`src/rtl/write_arbiter_if.sv`:
```
`timescale 1ns/1ps
`default_nettype none
// ============================================================================
//  Module      : write_arbiter_if
//  Description : AW/W/B handshake bundle between two AXI write masters, two
//                slaves and the write arbiter, plus the arbiter's route codes.
//                Optional macro: WARB_WLAST_CHECK_EN (adds wlast_err).
//  Revision    : 1.0 - initial release
// ============================================================================
interface write_arbiter_if #(
  parameter int ADDR_BITS = 32,
  parameter int LEN_BITS  = 4
);
  // Master-side request and data/response handshakes
  logic [ADDR_BITS-1:0] AWADDR_M0;
  logic [LEN_BITS-1:0]  AWLEN_M0;
  logic                 AWVALID_M0;
  logic [ADDR_BITS-1:0] AWADDR_M1;
  logic [LEN_BITS-1:0]  AWLEN_M1;
  logic                 AWVALID_M1;
  logic                 WVALID_M0;
  logic                 WLAST_M0;
  logic                 WVALID_M1;
  logic                 WLAST_M1;
  logic                 BREADY_M0;
  logic                 BREADY_M1;
  // Slave-side handshakes
  logic                 AWREADY_S0;
  logic                 AWREADY_S1;
  logic                 WREADY_S0;
  logic                 WREADY_S1;
  logic                 BVALID_S0;
  logic                 BVALID_S1;
  // Route codes driven by the arbiter
  logic [2:0]           AW_state;
  logic [2:0]           W_state;
  logic [2:0]           B_state;
  logic                 busy;
`ifdef WARB_WLAST_CHECK_EN
  logic                 wlast_err;
`endif

  // Arbiter's view of the bundle
  modport slave (
    input  AWADDR_M0, AWLEN_M0, AWVALID_M0,
    input  AWADDR_M1, AWLEN_M1, AWVALID_M1,
    input  WVALID_M0, WLAST_M0, WVALID_M1, WLAST_M1,
    input  BREADY_M0, BREADY_M1,
    input  AWREADY_S0, AWREADY_S1, WREADY_S0, WREADY_S1,
    input  BVALID_S0, BVALID_S1,
`ifdef WARB_WLAST_CHECK_EN
    output wlast_err,
`endif
    output AW_state, W_state, B_state, busy
  );

  // Environment's view of the bundle (drives requests, observes routes)
  modport master (
    output AWADDR_M0, AWLEN_M0, AWVALID_M0,
    output AWADDR_M1, AWLEN_M1, AWVALID_M1,
    output WVALID_M0, WLAST_M0, WVALID_M1, WLAST_M1,
    output BREADY_M0, BREADY_M1,
    output AWREADY_S0, AWREADY_S1, WREADY_S0, WREADY_S1,
    output BVALID_S0, BVALID_S1,
`ifdef WARB_WLAST_CHECK_EN
    input  wlast_err,
`endif
    input  AW_state, W_state, B_state, busy
  );
endinterface : write_arbiter_if
`default_nettype wire

```
`src/rtl/write_arbiter.sv`:
```
`timescale 1ns/1ps
`default_nettype none
// ============================================================================
//  Module      : write_arbiter
//  Description : Two-master / two-slave AXI write arbiter. Grants one AW
//                request at a time (M1 over M0), holds the route through the
//                W burst and the B response, and publishes per-channel route
//                codes (0 none, 1 M0->S0, 2 M1->S0, 3 M1->S1, 4 M0->S1).
//                Optional macro: WARB_WLAST_CHECK_EN adds a one-cycle
//                wlast_err pulse when WLAST disagrees with the AWLEN count.
//  Revision    : 1.0 - initial release
// ============================================================================
module write_arbiter #(
  parameter int          ADDR_BITS = 32,
  parameter int          LEN_BITS  = 4,
  parameter logic [15:0] S0_TAG    = 16'h0000,
  parameter logic [15:0] S1_TAG    = 16'h0001
) (
  input  wire            ACLK,
  input  wire            ARESET,
  write_arbiter_if.slave bus
);

  // Phase lives in state[3:2]; route id (code-1) lives in state[1:0].
  localparam logic [1:0] c_PH_IDLE = 2'd0;
  localparam logic [1:0] c_PH_AW   = 2'd1;
  localparam logic [1:0] c_PH_W    = 2'd2;
  localparam logic [1:0] c_PH_B    = 2'd3;

  // Route ids: 0 M0->S0, 1 M1->S0, 2 M1->S1, 3 M0->S1
  typedef enum logic [3:0] {
    ST_IDLE    = 4'b0000,
    ST_AW_M0S0 = 4'b0100, ST_AW_M1S0 = 4'b0101,
    ST_AW_M1S1 = 4'b0110, ST_AW_M0S1 = 4'b0111,
    ST_W_M0S0  = 4'b1000, ST_W_M1S0  = 4'b1001,
    ST_W_M1S1  = 4'b1010, ST_W_M0S1  = 4'b1011,
    ST_B_M0S0  = 4'b1100, ST_B_M1S0  = 4'b1101,
    ST_B_M1S1  = 4'b1110, ST_B_M0S1  = 4'b1111
  } state_t;

  state_t      r_state;
  state_t      w_next;
  logic [2:0]  r_aw_state;
  logic [2:0]  r_w_state;
  logic [2:0]  r_b_state;
  logic        r_busy;

  logic [1:0]  w_phase;
  logic [1:0]  w_rid;
  logic        w_mi;
  logic        w_sj;

  // Route code seen on a channel when the FSM sits in the given state
  function automatic logic [2:0] f_code(input logic [3:0] s, input logic [1:0] ph);
    if ((s[3:2] == ph) && (ph != c_PH_IDLE))
      return {1'b0, s[1:0]} + 3'd1;
    return 3'd0;
  endfunction

  assign w_phase = r_state[3:2];
  assign w_rid   = r_state[1:0];
  assign w_mi    = w_rid[0] ^ w_rid[1];   // ids 1 and 2 belong to M1
  assign w_sj    = w_rid[1];              // ids 2 and 3 target S1

  // Address decode of both masters' upper tags
  logic [15:0] w_tag_m0;
  logic [15:0] w_tag_m1;
  logic        w_m0_s0, w_m0_s1, w_m1_s0, w_m1_s1;
  logic        w_m0_req, w_m1_req;
  logic [1:0]  w_grant_rid;

  assign w_tag_m0 = bus.AWADDR_M0[31:16];
  assign w_tag_m1 = bus.AWADDR_M1[31:16];
  assign w_m0_s0  = (w_tag_m0 == S0_TAG);
  assign w_m0_s1  = (w_tag_m0 == S1_TAG);
  assign w_m1_s0  = (w_tag_m1 == S0_TAG);
  assign w_m1_s1  = (w_tag_m1 == S1_TAG);
  // An undecodable request is treated as no request so the other master can win
  assign w_m0_req = bus.AWVALID_M0 && (w_m0_s0 || w_m0_s1);
  assign w_m1_req = bus.AWVALID_M1 && (w_m1_s0 || w_m1_s1);

  // Fixed priority: M1 first, then M0; S0 tag wins if both tags were equal
  always_comb begin
    w_grant_rid = 2'd0;
    if (w_m1_req)
      w_grant_rid = w_m1_s0 ? 2'd1 : 2'd2;
    else if (w_m0_req)
      w_grant_rid = w_m0_s0 ? 2'd0 : 2'd3;
  end

  // Handshakes of the currently routed master/slave pair only
  logic w_awv, w_awr, w_wv, w_wl, w_wr, w_bv, w_br;
  logic w_aw_hs, w_w_hs, w_b_hs;

  assign w_awv   = w_mi ? bus.AWVALID_M1 : bus.AWVALID_M0;
  assign w_awr   = w_sj ? bus.AWREADY_S1 : bus.AWREADY_S0;
  assign w_wv    = w_mi ? bus.WVALID_M1  : bus.WVALID_M0;
  assign w_wl    = w_mi ? bus.WLAST_M1   : bus.WLAST_M0;
  assign w_wr    = w_sj ? bus.WREADY_S1  : bus.WREADY_S0;
  assign w_bv    = w_sj ? bus.BVALID_S1  : bus.BVALID_S0;
  assign w_br    = w_mi ? bus.BREADY_M1  : bus.BREADY_M0;
  assign w_aw_hs = (w_phase == c_PH_AW) && w_awv && w_awr;
  assign w_w_hs  = (w_phase == c_PH_W)  && w_wv  && w_wr;
  assign w_b_hs  = (w_phase == c_PH_B)  && w_bv  && w_br;

  // Next-state: IDLE -> AW -> W (until WLAST beat) -> B -> IDLE
  always_comb begin
    w_next = r_state;
    case (w_phase)
      c_PH_IDLE: if (w_m0_req || w_m1_req) w_next = state_t'({c_PH_AW, w_grant_rid});
      c_PH_AW:   if (w_aw_hs)              w_next = state_t'({c_PH_W, w_rid});
      c_PH_W:    if (w_w_hs && w_wl)       w_next = state_t'({c_PH_B, w_rid});
      default:   if (w_b_hs)               w_next = ST_IDLE;
    endcase
  end

  // State register with route codes registered from the next state
  always_ff @(posedge ACLK) begin
    if (ARESET) begin
      r_state    <= ST_IDLE;
      r_aw_state <= 3'd0;
      r_w_state  <= 3'd0;
      r_b_state  <= 3'd0;
      r_busy     <= 1'b0;
    end else begin
      r_state    <= w_next;
      r_aw_state <= f_code(w_next, c_PH_AW);
      r_w_state  <= f_code(w_next, c_PH_W);
      r_b_state  <= f_code(w_next, c_PH_B);
      r_busy     <= (w_next[3:2] != c_PH_IDLE);
    end
  end

  assign bus.AW_state = r_aw_state;
  assign bus.W_state  = r_w_state;
  assign bus.B_state  = r_b_state;
  assign bus.busy     = r_busy;

`ifdef WARB_WLAST_CHECK_EN
  logic [LEN_BITS-1:0] r_len;
  logic [LEN_BITS:0]   r_beat;
  logic                r_wlast_err;
  logic [LEN_BITS-1:0] w_awlen;
  logic                w_beat_is_last;

  assign w_awlen        = w_mi ? bus.AWLEN_M1 : bus.AWLEN_M0;
  assign w_beat_is_last = (r_beat == {1'b0, r_len});

  // Beat counting against AWLEN; counter saturates instead of wrapping
  always_ff @(posedge ACLK) begin
    if (ARESET) begin
      r_len       <= '0;
      r_beat      <= '0;
      r_wlast_err <= 1'b0;
    end else begin
      r_wlast_err <= 1'b0;
      if (w_aw_hs) begin
        r_len  <= w_awlen;
        r_beat <= '0;
      end else if (w_w_hs) begin
        r_wlast_err <= (w_wl != w_beat_is_last);
        if (r_beat != '1)
          r_beat <= r_beat + 1'b1;
      end
    end
  end

  assign bus.wlast_err = r_wlast_err;

  logic w_unused_bits;
  assign w_unused_bits = &{1'b0, bus.AWADDR_M0[15:0], bus.AWADDR_M1[15:0]};
`else
  logic w_unused_bits;
  assign w_unused_bits = &{1'b0, bus.AWADDR_M0[15:0], bus.AWADDR_M1[15:0],
                           bus.AWLEN_M0, bus.AWLEN_M1};
`endif

endmodule : write_arbiter
`default_nettype wire

```
`src/flat_wrapper.sv`:
```
// flat-port wrapper written by rule: the top's interface ports become plain ports
module write_arbiter_flat 
#(
  parameter int          ADDR_BITS = 32,
  parameter int          LEN_BITS  = 4,
  parameter logic [15:0] S0_TAG    = 16'h0000,
  parameter logic [15:0] S1_TAG    = 16'h0001
)
  (ACLK, ARESET, bus_AWADDR_M0, bus_AWLEN_M0, bus_AWVALID_M0, bus_AWADDR_M1, bus_AWLEN_M1, bus_AWVALID_M1, bus_WVALID_M0, bus_WLAST_M0, bus_WVALID_M1, bus_WLAST_M1, bus_BREADY_M0, bus_BREADY_M1, bus_AWREADY_S0, bus_AWREADY_S1, bus_WREADY_S0, bus_WREADY_S1, bus_BVALID_S0, bus_BVALID_S1, bus_AW_state, bus_W_state, bus_B_state, bus_busy);
  write_arbiter_if #(.ADDR_BITS(ADDR_BITS), .LEN_BITS(LEN_BITS)) bus_i ();
  input  wire ACLK;
  input  wire ARESET;
  input wire logic [$bits(bus_i.AWADDR_M0)-1:0] bus_AWADDR_M0;
  input wire logic [$bits(bus_i.AWLEN_M0)-1:0] bus_AWLEN_M0;
  input wire logic [$bits(bus_i.AWVALID_M0)-1:0] bus_AWVALID_M0;
  input wire logic [$bits(bus_i.AWADDR_M1)-1:0] bus_AWADDR_M1;
  input wire logic [$bits(bus_i.AWLEN_M1)-1:0] bus_AWLEN_M1;
  input wire logic [$bits(bus_i.AWVALID_M1)-1:0] bus_AWVALID_M1;
  input wire logic [$bits(bus_i.WVALID_M0)-1:0] bus_WVALID_M0;
  input wire logic [$bits(bus_i.WLAST_M0)-1:0] bus_WLAST_M0;
  input wire logic [$bits(bus_i.WVALID_M1)-1:0] bus_WVALID_M1;
  input wire logic [$bits(bus_i.WLAST_M1)-1:0] bus_WLAST_M1;
  input wire logic [$bits(bus_i.BREADY_M0)-1:0] bus_BREADY_M0;
  input wire logic [$bits(bus_i.BREADY_M1)-1:0] bus_BREADY_M1;
  input wire logic [$bits(bus_i.AWREADY_S0)-1:0] bus_AWREADY_S0;
  input wire logic [$bits(bus_i.AWREADY_S1)-1:0] bus_AWREADY_S1;
  input wire logic [$bits(bus_i.WREADY_S0)-1:0] bus_WREADY_S0;
  input wire logic [$bits(bus_i.WREADY_S1)-1:0] bus_WREADY_S1;
  input wire logic [$bits(bus_i.BVALID_S0)-1:0] bus_BVALID_S0;
  input wire logic [$bits(bus_i.BVALID_S1)-1:0] bus_BVALID_S1;
  output wire logic [$bits(bus_i.AW_state)-1:0] bus_AW_state;
  output wire logic [$bits(bus_i.W_state)-1:0] bus_W_state;
  output wire logic [$bits(bus_i.B_state)-1:0] bus_B_state;
  output wire logic [$bits(bus_i.busy)-1:0] bus_busy;
  assign bus_i.AWADDR_M0 = bus_AWADDR_M0;
  assign bus_i.AWLEN_M0 = bus_AWLEN_M0;
  assign bus_i.AWVALID_M0 = bus_AWVALID_M0;
  assign bus_i.AWADDR_M1 = bus_AWADDR_M1;
  assign bus_i.AWLEN_M1 = bus_AWLEN_M1;
  assign bus_i.AWVALID_M1 = bus_AWVALID_M1;
  assign bus_i.WVALID_M0 = bus_WVALID_M0;
  assign bus_i.WLAST_M0 = bus_WLAST_M0;
  assign bus_i.WVALID_M1 = bus_WVALID_M1;
  assign bus_i.WLAST_M1 = bus_WLAST_M1;
  assign bus_i.BREADY_M0 = bus_BREADY_M0;
  assign bus_i.BREADY_M1 = bus_BREADY_M1;
  assign bus_i.AWREADY_S0 = bus_AWREADY_S0;
  assign bus_i.AWREADY_S1 = bus_AWREADY_S1;
  assign bus_i.WREADY_S0 = bus_WREADY_S0;
  assign bus_i.WREADY_S1 = bus_WREADY_S1;
  assign bus_i.BVALID_S0 = bus_BVALID_S0;
  assign bus_i.BVALID_S1 = bus_BVALID_S1;
  assign bus_AW_state = bus_i.AW_state;
  assign bus_W_state = bus_i.W_state;
  assign bus_B_state = bus_i.B_state;
  assign bus_busy = bus_i.busy;
  write_arbiter #(.ADDR_BITS(ADDR_BITS), .LEN_BITS(LEN_BITS), .S0_TAG(S0_TAG), .S1_TAG(S1_TAG)) u_core (.ACLK(ACLK), .ARESET(ARESET), .bus(bus_i));
endmodule
```
`config.mk`:
```
export PLATFORM = sky130hd
export DESIGN_NAME = write_arbiter_flat
export DESIGN_NICKNAME = d
export VERILOG_FILES = /design/src/rtl/write_arbiter_if.sv /design/src/rtl/write_arbiter.sv /design/src/flat_wrapper.sv
export SDC_FILE = /design/constraint.sdc
export NUM_CORES = 1
export LEC_CHECK = 0
export CORE_MARGIN = 2
export CORE_UTILIZATION = 29
export CTS_CLUSTER_SIZE = 30
export DETAILED_ROUTE_END_ITERATION = 12
export HOLD_SLACK_MARGIN = 0.06
export PLACE_DENSITY = 0.85
export SKIP_LAST_GASP = 1
export SYNTH_ARGS = -nofsm -noshare
export SYNTH_HDL_FRONTEND = slang
export SYNTH_SLANG_ARGS = --single-unit
```
`constraint.sdc`:
```
create_clock -name ACLK -period 2.95 [get_ports ACLK]
set_input_delay 0.59 -clock ACLK [delete_from_list [all_inputs] [get_ports ACLK]]
set_output_delay 0.59 -clock ACLK [all_outputs]
set_load 0.05 [all_outputs]
```
### Word-level counts from Yosys, hierarchy flattened

Index checks and enable logic that the tools add are counted.

* bitwise logic cells: 4
* $mul: 0
* mux-type cells: 25
* reductions and logical operators: 19
* shift-type cells: 0
* div/mod/pow operators: 0
* add/sub/neg operators: 1
* eq/ne operators: 8
* $lt $le $gt $ge: 0

Operators by type and width (number)
* $eq 16x1->1 const B: 2
* $logic_not 16->1: 2
* $mux 4: 4
* $mux 1: 13
* $pmux 4 s3: 1
* $logic_and 1x1->1: 9
* $mux 3: 3
* $eq 2x2->1 const B: 4
* $mux 2: 4
* $reduce_or 2->1: 3
* $eq 2x1->1 const B: 2
* $add 2x1->3 const B: 1
* $logic_or 1x1->1: 3
* $not 1->1: 3
* $logic_not 2->1: 1
* $reduce_bool 2->1: 1
* $xor 1x1->1: 1

* input port bits: 88
* logic and storage cells: 62
* memory bits (writable): 0
* memory bits (read-only): 0
* memories: 0
* bits in latches: 0
* flip-flop bits (word level): 14
* output and inout bits: 10

### Logic depth before layout (Yosys ltp)

Gate-level depths: netlist of the first run.

* depth after elaboration: 12
* mapped depth: 8
* mapped depth without buffers: 8

### Worst setup path before layout of the first run

OpenSTA, ideal clock, no wires.

* path type: in2reg
* start point: input port bus_AWADDR_M1[24]
* end point: register u_core.r_b_state[1] (netlist: u_core.bus.B_state[1])
* library setup time: 115 ps
* stages on the path: 6
* data required time: 2835 ps
* path buffers: 0
* setup slack: 734 ps
* data arrival time: 2101 ps
* cells stage by stage: nor4_2 -> nand4_2 -> mux2_4 -> a211oi_4 -> ha_1 -> and2_1

* word-level cells in the longest chain between the ends: 11
* elaborated cells between the ends (all ways): 16
* classes of those cells: add/sub: 1; eq/ne: 2; mux: 7; bitwise: 1; reduce/logical: 5

Ends and longest elaborated chain
* from (decl): line flat_wrapper.sv:16 `input wire logic [$bits(bus_i.AWADDR_M1)-1:0] bus_AWADDR_M1;`
* $eq 16x1->1 / $logic_not 16->1 (equally long branches): line write_arbiter.sv:77, write_arbiter.sv:76
* $logic_or 1x1->1: line write_arbiter.sv:80 `assign w_m1_req = bus.AWVALID_M1 && (w_m1_s0 || w_m1_s1);`
* $logic_and 1x1->1: line write_arbiter.sv:80
* $logic_or 1x1->1: line write_arbiter.sv:110 `c_PH_IDLE: if (w_m0_req || w_m1_req) w_next = state_t'({c_PH_AW, w_grant_rid});`
* $mux 4 (*): line write_arbiter.sv:110
* $pmux 4 s3 (*): line write_arbiter.sv:109 `case (w_phase)`
* $eq 2x2->1: line write_arbiter.sv:55 `if ((s[3:2] == ph) && (ph != c_PH_IDLE))`
* $mux 1: line write_arbiter.sv:55
* $mux 1: line write_arbiter.sv:119 `if (ARESET) begin`
* $not 1->1 (no source line)
* $reduce_or 2->1 (no source line)
* to (signal assigned): line write_arbiter.sv:129 `r_b_state <= f_code(w_next, c_PH_B);`
* to (decl): line write_arbiter.sv:45 `logic [2:0] r_b_state;`

Every way passes the cells marked *; elsewhere a longest branch is shown, timed or not. The select of a mux whose other input is x is not followed.
A chain may end at the register's enable or synchronous reset.

### Final worst setup path of the first run

* start point: input port bus_AWADDR_M1[21]
* end point: register u_core.r_w_state[1] (netlist: u_core.bus.W_state[1])

* word-level cells in the longest chain between the ends: 11
* elaborated cells between the ends (all ways): 16
* classes of those cells: add/sub: 1; eq/ne: 2; mux: 7; bitwise: 1; reduce/logical: 5

Ends and longest elaborated chain
* $eq 16x1->1 / $logic_not 16->1 (equally long branches): line write_arbiter.sv:77, write_arbiter.sv:76
* $logic_or 1x1->1: line write_arbiter.sv:80
* $logic_and 1x1->1: line write_arbiter.sv:80
* $logic_or 1x1->1: line write_arbiter.sv:110
* $mux 4 (*): line write_arbiter.sv:110
* $pmux 4 s3 (*): line write_arbiter.sv:109
* $eq 2x2->1: line write_arbiter.sv:55
* $mux 1: line write_arbiter.sv:55
* $mux 1: line write_arbiter.sv:119
* $not 1->1 (no source line)
* $reduce_or 2->1 (no source line)
* to (signal assigned): line write_arbiter.sv:128 `r_w_state <= f_code(w_next, c_PH_W);`
* to (decl): line write_arbiter.sv:44 `logic [2:0] r_w_state;`

Marks and branches as above.

==> results of run 1 <==
## cell usage in the layout (no fill, tap or decap), drive strengths merged, types with 2 or more instances in the layout
cell type	count
nand2	4
a21oi	5
nor4b	2
nor2	10
a211oi	2
or2	2
nor2b	3
clkbuf	4
nand3	2
mux2i	5
nor3	2
nand3b	2
mux2	2
dfxtp	14
nor4	7
o211ai	3
inv	5
and2	5
nand4	2
clkdlybuf4s50	57
## cells in the mapped netlist
master | count | area [um^2]
o21ai_1 | 1 | 5.000
xnor2_1 | 1 | 8.760
o221a_2 | 1 | 11.26
o32ai_1 | 1 | 8.760
nor4_1 | 4 | 25.02
o22ai_1 | 1 | 6.260
o31ai_2 | 1 | 12.51
mux2_1 | 1 | 11.26
or2_2 | 1 | 6.260
nand4_1 | 1 | 6.260
o31a_1 | 1 | 8.760
o211ai_1 | 3 | 22.52
dfxtp_1 | 14 | 280.3
nand4_2 | 1 | 12.51
ha_1 | 1 | 12.51
o311a_1 | 1 | 10.01
o21bai_1 | 1 | 7.510
buf_2 | 1 | 5.000
nand3_1 | 2 | 10.01
nor4_4 | 2 | 42.54
inv_1 | 5 | 18.77
and4_2 | 1 | 10.01
nand2_1 | 4 | 15.01
a21oi_1 | 5 | 25.02
mux2_4 | 1 | 15.01
nor2b_1 | 3 | 18.77
or2_1 | 1 | 6.260
nor4_2 | 1 | 12.51
and2_1 | 5 | 31.28
a31oi_1 | 1 | 6.260
nor4b_1 | 1 | 8.760
mux2i_1 | 5 | 50.05
nor4b_2 | 1 | 15.01
nand3b_1 | 2 | 15.01
a211oi_4 | 1 | 20.02
nor2_1 | 10 | 37.54
nor3_1 | 2 | 10.01
a32oi_1 | 1 | 8.760
a211oi_1 | 1 | 7.510
## worst max-delay path by stage
stage	from	to	depth (start not counted)
after floorplan	bus_AWADDR_M1[24]	u_core.bus.B_state[1]	6
after global placement	bus_AWVALID_M1	u_core.bus.W_state[1]	7
after detailed placement	bus_AWADDR_M1[21]	u_core.bus.B_state[1]	7
after CTS	bus_AWADDR_M1[21]	u_core.bus.B_state[1]	7
after global routing	bus_AWVALID_M1	u_core.bus.W_state[1]	7
final	bus_AWADDR_M1[21]	u_core.bus.W_state[1]	7
## stage by stage
stage / hold slack, ns / power, mW
after floorplan: 0.5569 / 0.2078
after global placement: 0.6099 / 0.2783
after global routing: 0.7364 / 0.4272
after CTS: 0.6676 / 0.4107
after detailed placement: 0.6431 / 0.2814
final: 0.6607 / 0.4055
## final cells by class
type	instances	share of cell area [%]
clock buffers	4	2.431
inverters	5	1.257
multi-input cells	71	36.21
flip-flops and latches	14	18.78
well taps	31	2.598
repair buffers	58	38.73
## flip-flops by register name (all words and copies together), names as in the netlist
name and cells:
u_core.r_state 4, u_core.bus.AW_state 3, u_core.bus.B_state 3, u_core.bus.W_state 3, u_core.bus.busy 1
## worst max-delay path, stage by stage
cell             delay, ns
clkdlybuf4s50_1       0.46
nor4_4                0.32
nand4_2               0.23
mux2_4                0.36
a211oi_4              0.26
ha_1                  0.28
and2_1                0.14
## metal layers
layer,track usage [%],vias to the layer above,share of wire (%)
met5,0,-,0
met4,2.658,0,0
met3,2.902,0,8.2
met2,29.06,42,56
met1,14.07,405,36
li1,-,465,-
## power by group
| group | total (mW) | leakage (nW) | internal [mW] | switching [mW] |
|---|---|---|---|---|
| sequential | 0.189 | 0.113 | 0.189 | 0.00000618 |
| combinational | 0.0875 | 0.394 | 0.0626 | 0.0249 |
| clock | 0.129 | 0.0210 | 0.0749 | 0.0544 |
| total | 0.406 | 0.527 | 0.326 | 0.0793 |
## logic make-up after synthesis
family	share of synthesized area, %
xor gates and xnor gates	1.037
AOI/OAI and AO/OA	18.96
muxes	9.037
buffers and inverters	2.814
and+or+nand+nor	33.48
DFF	33.19
adders and majority gates	1.481
==> results.toml, run 1 <==
[place]
dp_slack_ns = 0.1453
portBuffers = 57
dp_cells = 179
dpl_cell_area_um2 = 1456
routabilityCongestion = 0.8965
dp_hpwl_um = 2102

[clock_tree]
cts-hold-fix-buffers = 0
clockBufferDepth = 2
post-cts-setup-buffers = 0
root_buffer = "clkbuf_4"
cts_resized = 0
clkSinkCount = 14
clk_latency_ns = 0.27
ctsHtreeMaxLevel = 1
cts_tree = "done"
cts_buffers = 3
clk_pin_slew_worst_paths_ns = 0.07

[finish]
fin_cells = 183
diodes = 0
seq_area_um2 = 280.3
areaGrowthSynthToFinish_pct = 76.74
nNetsFinal = 242
fillerInstances = 258
multi_input_area_um2 = 540.5
layout-drive-gt1-share_pct = 10.53
fin_area_um2 = 1493
utilization_pct = 54.13

[hold_path]
hold_path_startpoint = "u_core.r_state[1]"
hold_path_depth = 2
min_to = "u_core.r_state[1]"
hold_path.class = "flop to flop"

[timing]
rsz0062_at_grt = "false"
slew_viol_final = 0
worst_slew_pin_slew_ns = 0.4982
setup_viol = 0
skew_ns = 0.005603
relSlewSlack_pct = 66.68
hold_viol = 0
setup_ws_ns = 0.4684
min_period_ns = 2.482
period_share_pct = 84.12
fmax_ghz = 0.4030
tns_ns = 0

[setup_path]
cp-end-kind = "flop"
required_ns = 3.11
r2r-end = "u_core.bus.W_state[1]"
r2r_cells = 7
worst_setup_path_start_kind = "input port"
rrSetupSlack_ns = 1.08
r2r_start = "u_core.r_state[2]"
cp_max_fo = 6
cp.arrival_ns = 2.64
critPathKind = "input port to flop"

[power_and_ir_drop]
cellLeakagePower_nw = 0.5275
p_per_area_nw_per_um2 = 271.7
peakVddDrop_uv = 222.7

[floorplanning]
std_cell_rows = 19
io_pins = 98
dieArea_um2 = 3360
start_util_pct = 30.63
fp.dieW_um = 57.97
die_y_um = 57.97
core_region_area_um2 = 2758

[synthesis]
synth_fp_nets = 180
netlist_area_um2 = 844.6
avgSynthCellArea_um2 = 9.281
synth-seq-cells = 14
yosys_warnings = 0
synth-seq-area-share_pct = 33.19
netlist_instances = 91
ys_types = 39

[grt]
grt_use_total_pct = 14.03
grt-ovfl-total = 0
grt_pass1_vias = 972
antenna_found_initial = 0
grt_pass1_wl_um = 3760
grt_start_max_net_pins = 9

[run_status]
status = "finished, final reports clean"

[drt]
wire_per_inst_um = 12.33
post-route-drc-count = 0
drt_iter0_markers = 6
ant_nets = 0
drt-total-wl_um = 2257
drtPass1Iterations = 4
vias = 912
vias_per_cell = 4.984

[flow_run]
cap_violations = 0
Note: power is estimated with default switching activity, not from simulation.
==> inputs of run 2 (changes only) <==
Settings changed: CORE_UTILIZATION 29 to 24, PLACE_DENSITY 0.85 to 0.75.
Clock period 2.95 ns to 2 ns, I/O delays scaled along.
==> results.toml, run 2 (synthesis gave the netlist of run 1 again) <==
[place]
routabilityCongestion = 0.7694
dp_cells = 210
dp_hpwl_um = 2193
portBuffers = 57

[power_and_ir_drop]
p_total_uw = 598.3
cellLeakagePower_nw = 0.6637
p_sw_share_pct = 21.19
seq_power_share_pct = 46.5
clock_power_share_pct = 32.9
peakVddDrop_uv = 152.3
combPwrFrac_pct = 20.6
p_switching_uw = 126.8
p_per_area_nw_per_um2 = 357.1
intPower_uw = 471.5

[grt]
grt_start_max_net_pins = 9
grt_pass1_wl_um = 4367
antenna_found_initial = 0
grt_pass1_vias = 1064
grt_use_total_pct = 13.20
grt-ovfl-total = 0

[setup_path]
r2r_start = "u_core.r_state[2]"
required_ns = 2.18
critPathKind = "input port to flop"
critPathMaxStageDelay_ns = 0.35
cp-end-kind = "flop"
worstSetupPathDepth = 7
crit_path_top_delay_cell = "mux2_4"
rrSetupSlack_ns = 0.17
cp-endpoint = "u_core.bus.B_state[1]"
cp.arrival_ns = 2.10
path_cells = "dlygate4sd2_1 -> nor4b_4 -> nand4_2 -> mux2_4 -> a211oi_4 -> ha_1 -> and2_1"
r2r-end = "u_core.bus.B_state[1]"
worst_setup_path_start_kind = "input port"
r2r_cells = 7
path_buf_inv = 1
crit_start = "bus_AWADDR_M1[31]"
critPathTopFamily = "simple AND/OR/NAND/NOR gates"
cp_max_fo = 3

[finish]
areaGrowthSynthToFinish_pct = 98.37
final_common_cell = "clkdlybuf4s50_1"
layout-drive-gt1-share_pct = 24.12
diodes = 0
final_cell_mix = "clkdlybuf4s50_1 (30), dlygate4sd2_1 (19), buf_4 (18), dfxtp_1 (14), nor2_1 (9)"
fin_cells = 216
nNetsFinal = 260
largest_reg_flops = 4
largest-register = "u_core.r_state"

[drt]
wire_per_inst_um = 11.60
ant_nets = 0
vias = 994
drt_iter0_markers = 6
vias_per_cell = 4.602
post-route-drc-count = 0
drt-total-wl_um = 2505
drtPass1Iterations = 4

[timing]
slew_viol_final = 0
hold_viol = 0
whs_ns = 0.6149
relSlewSlack_pct = 66.06
rsz0062_at_grt = "false"
period_share_pct = 96.19
worst_slew_pin_slew_ns = 0.5076
setup_viol = 0
tns_ns = 0
min_period_ns = 1.924
fmax_ghz = 0.5198
skew_ns = 0.002049

[floorplanning]
dieArea_um2 = 4009
io_pins = 98
fp.dieW_um = 63.32
std_cell_rows = 21
core_region_area_um2 = 3363
die_y_um = 63.32
start_util_pct = 25.11

[clock_tree]
clk_latency_ns = 0.28
clk_pin_slew_worst_paths_ns = 0.08
root_buffer = "clkbuf_4"
cts_buffers = 3
ctsHtreeMaxLevel = 1
cts_tree = "done"
clkSinkCount = 14
clockBufferDepth = 2

[hold_path]
hold_path.class = "flop to flop"
hold_path_startpoint = "u_core.r_state[3]"

[run_status]
status = "finished, final reports clean"

[flow_run]
cap_violations = 0
-- run 2: cell types whose count changed in the layout (fill, tap and decap cells not counted), sizes merged --
cell           before  now
dlygate4sd2         0   19
clkdlybuf4s15       0    7
buf                 1   19
clkdlybuf4s50      57   30
dlymetal6s2s        0    1
-- run 2: metal layers --
layer,wire length [um],global-route usage [%],vias to the layer above
li1,-,-,502
met1,923,13.99,454
met2,1390,25.39,36
met3,182,3.571,2
met4,9,3.261,0
met5,0,0,-
-- run 2: cell type report --
class,count,area (um^2)
Timing Repair Buffer,76,695.7
Multi-Input combinational cell,71,586.8
Fill cell,346,1688
Tap cell,46,57.56
Clock buffer,4,36.28
Sequential cell,14,280.3
Inverter,5,18.77
-- run 2: worst reg2reg max path, delay by kind of cell, from the launching register on --
kind / cells / cell delay, ns
adder cells (fa/ha/maj): 1 / 0.32
AND/OR/NAND/NOR: 4 / 0.83
flip-flops: 1 / 0.33
AO/OA/AOI/OAI: 2 / 0.24
-- run 2: power by group through the flow --
stage | clock network, mW | logic, mW | registers, mW
after detailed placement | 0 | 0.136 | 0.285
after floorplan | 0 | 0.0215 | 0.285
after CTS | 0.200 | 0.121 | 0.278
after global placement | 0 | 0.133 | 0.285
final | 0.197 | 0.123 | 0.278
after global routing | 0.217 | 0.134 | 0.278
-- run 2: what timing repair did --
action	CTS	global route
pin swaps	15	12
gates resized for setup	33	10
hold buffers	0	0
buffers inserted	1	1
endpoints found under the setup margin	6	3
-- run 2: how the worst min path moves through the flow --
stage / slack (ns) / to / depth (start not counted)
after CTS: 0.63 / u_core.bus.busy / 2
after global placement: 0.60 / u_core.bus.busy / 2
after floorplan: 0.56 / u_core.r_state[3] / 2
after global routing: 0.65 / u_core.bus.busy / 2
final: 0.61 / u_core.bus.busy / 2
after detailed placement: 0.61 / u_core.bus.busy / 2
-- run 2: per-stage QoR --
step                setup WS (ns)  area [um^2]  util [%]
finish                    0.07613         1675     49.81
global route              0.01287         1675     49.81
CTS                      0.001878         1638     48.70
detailed placement        -0.4632         1595     47.43
global placement          -0.4285         1595     47.43
floorplan                 0.01004        844.6         -
==> inputs of run 3 (changes only) <==
Settings changed: CORE_UTILIZATION 24 to 27, PLACE_DENSITY 0.75 to 0.81.
Clock period 2 ns to 1.8 ns, I/O delays scaled along.
==> results.toml, run 3 (synthesis gave the netlist of run 1 again) <==
[setup_path]
worstSetupPathDepth = 7
worst_setup_path_start_kind = "input port"
rrSetupSlack_ns = 0.11
path_cells = "buf_6 -> nor4_4 -> nand4_2 -> mux2_4 -> a211oi_4 -> ha_1 -> and2_1"
r2r_cells = 7
r2r-end = "u_core.bus.B_state[1]"
critPathMaxStageDelay_ns = 0.35
path_buf_inv = 1
critPathTopFamily = "simple AND/OR/NAND/NOR gates"
required_ns = 1.98
cp-end-kind = "flop"
r2r_start = "u_core.r_state[2]"
crit_path_top_delay_cell = "mux2_4"
cp_max_fo = 3
crit_start = "bus_AWADDR_M1[19]"
cp-endpoint = "u_core.bus.B_state[1]"
critPathKind = "input port to flop"
cp.arrival_ns = 1.97

[grt]
antenna_found_initial = 0
grt_pass1_vias = 1122
grt_pass1_wl_um = 4574
grt_use_total_pct = 16.66
grt-ovfl-total = 0
grt_start_max_net_pins = 9

[place]
dp_hpwl_um = 2324
portBuffers = 57
routabilityCongestion = 0.8959

[timing]
min_period_ns = 1.788
setup_viol = 0
relSlewSlack_pct = 76.70
slew_viol_final = 0
rsz0062_at_grt = "true"
tns_ns = 0
hold_viol = 0
fmax_ghz = 0.5593
skew_ns = 0.004964
whs_ns = 0.5625
period_share_pct = 99.34
worst_slew_pin_slew_ns = 0.3484

[clock_tree]
clk_pin_slew_worst_paths_ns = 0.08
cts-hold-fix-buffers = 0
ctsHtreeMaxLevel = 1
cts_buffers = 3
root_buffer = "clkbuf_4"
clk_latency_ns = 0.28
cts_tree = "done"
clockBufferDepth = 2
clkSinkCount = 14

[floorplanning]
start_util_pct = 28.12
std_cell_rows = 20
die_y_um = 59.93
io_pins = 98
core_region_area_um2 = 3003
fp.dieW_um = 59.93
dieArea_um2 = 3592

[finish]
fillerInstances = 288
utilization_pct = 55.33
largest_reg_flops = 4
final_common_cell = "buf_4"
final_cell_mix = "buf_4 (34), clkdlybuf4s50_1 (15), dfxtp_1 (14), buf_2 (10)"
diodes = 0
largest-register = "u_core.r_state"
layout-drive-gt1-share_pct = 44.00
nNetsFinal = 265
areaGrowthSynthToFinish_pct = 96.74

[drt]
ant_nets = 0
vias_per_cell = 4.947
drt-total-wl_um = 2898
wire_per_inst_um = 13.93
post-route-drc-count = 0
wl_met2_um = 1643
drt_iter0_markers = 12
wl_met1_um = 1067
maxUsedRoutingLayer = "met4"
met3_length_um = 161
vias = 1029
drtPass1Iterations = 4

[power_and_ir_drop]
peakVddDrop_uv = 217.0
cellLeakagePower_nw = 0.7048
p_total_uw = 677.1
p_per_area_nw_per_um2 = 407.5

[hold_path]
hold_path.class = "input port to flop"

[flow_run]
cap_violations = 0

[run_status]
status = "finished, final reports clean"
run 3: cell count changes in the layout (fill, tap and decap cells not counted), moves of 3 or more:
cell	change
clkdlybuf4s50_1	-15
dlygate4sd2_1	-10
buf_2	+10
buf_6	+7
buf_4	+16
clkdlybuf4s15_1	-3
run 3: final cells by class:
cell class	count	area, um^2	area share [%]
Multi-Input combinational cell	71	615.6	37.05
Inverter	5	18.77	1.130
Sequential cell	14	280.3	16.87
Timing Repair Buffer	81	669.4	40.29
Clock buffer	4	36.28	2.184
Tap cell	33	41.29	2.485
run 3: per-stage QoR:
step	cells	instance area [um^2]	setup slack [ns]
after floorplan	91	844.6	-0.1487
after global placement	199	1569	-0.5760
after detailed placement	199	1569	-0.6214
after CTS	205	1604	0.00006506
after global routing	208	1662	-0.05956
final	208	1662	0.01194
run 3: what timing repair did:
item                       CTS  global route
setup endpoints to repair   10             7
pin swaps                   19            14
setup buffers                2             3
gates resized for setup     96            19
run 3: power breakdown:
group          switching (mW)  leakage, nW  internal [mW]
Clock                  0.0978       0.0210          0.123
Sequential         0.00000443        0.113          0.309
Combinational          0.0522        0.571         0.0946
run 3: worst min path at each step:
stage	end	from	cells after the start	slack, ns
3_5_place_dp	u_core.bus.busy	u_core.r_state[3]	3	0.70
5_1_grt	u_core.bus.busy	bus_AWADDR_M1[20]	5	0.58
6_report	u_core.bus.busy	bus_AWADDR_M1[20]	5	0.56
2_1_floorplan	u_core.r_state[3]	u_core.r_state[3]	2	0.56
4_1_cts	u_core.bus.busy	bus_AWADDR_M1[21]	5	0.56
3_3_place_gp	u_core.bus.busy	u_core.r_state[3]	3	0.69
run 3: worst register-to-register path: stages, from the launching register on:
cell      delay [ns]
dfxtp_1         0.34
nor2_1          0.16
nand3_1         0.15
or2_1           0.28
o211ai_1        0.12
a21oi_1         0.10
ha_1            0.31
and2_1          0.14
run 3: per-layer routing:
layer / vias up / track usage (%)
li1: 511 / -
met1: 475 / 17.74
met2: 38 / 31.68
met3: 5 / 3.896
met4: 0 / 5.397
met5: - / 0
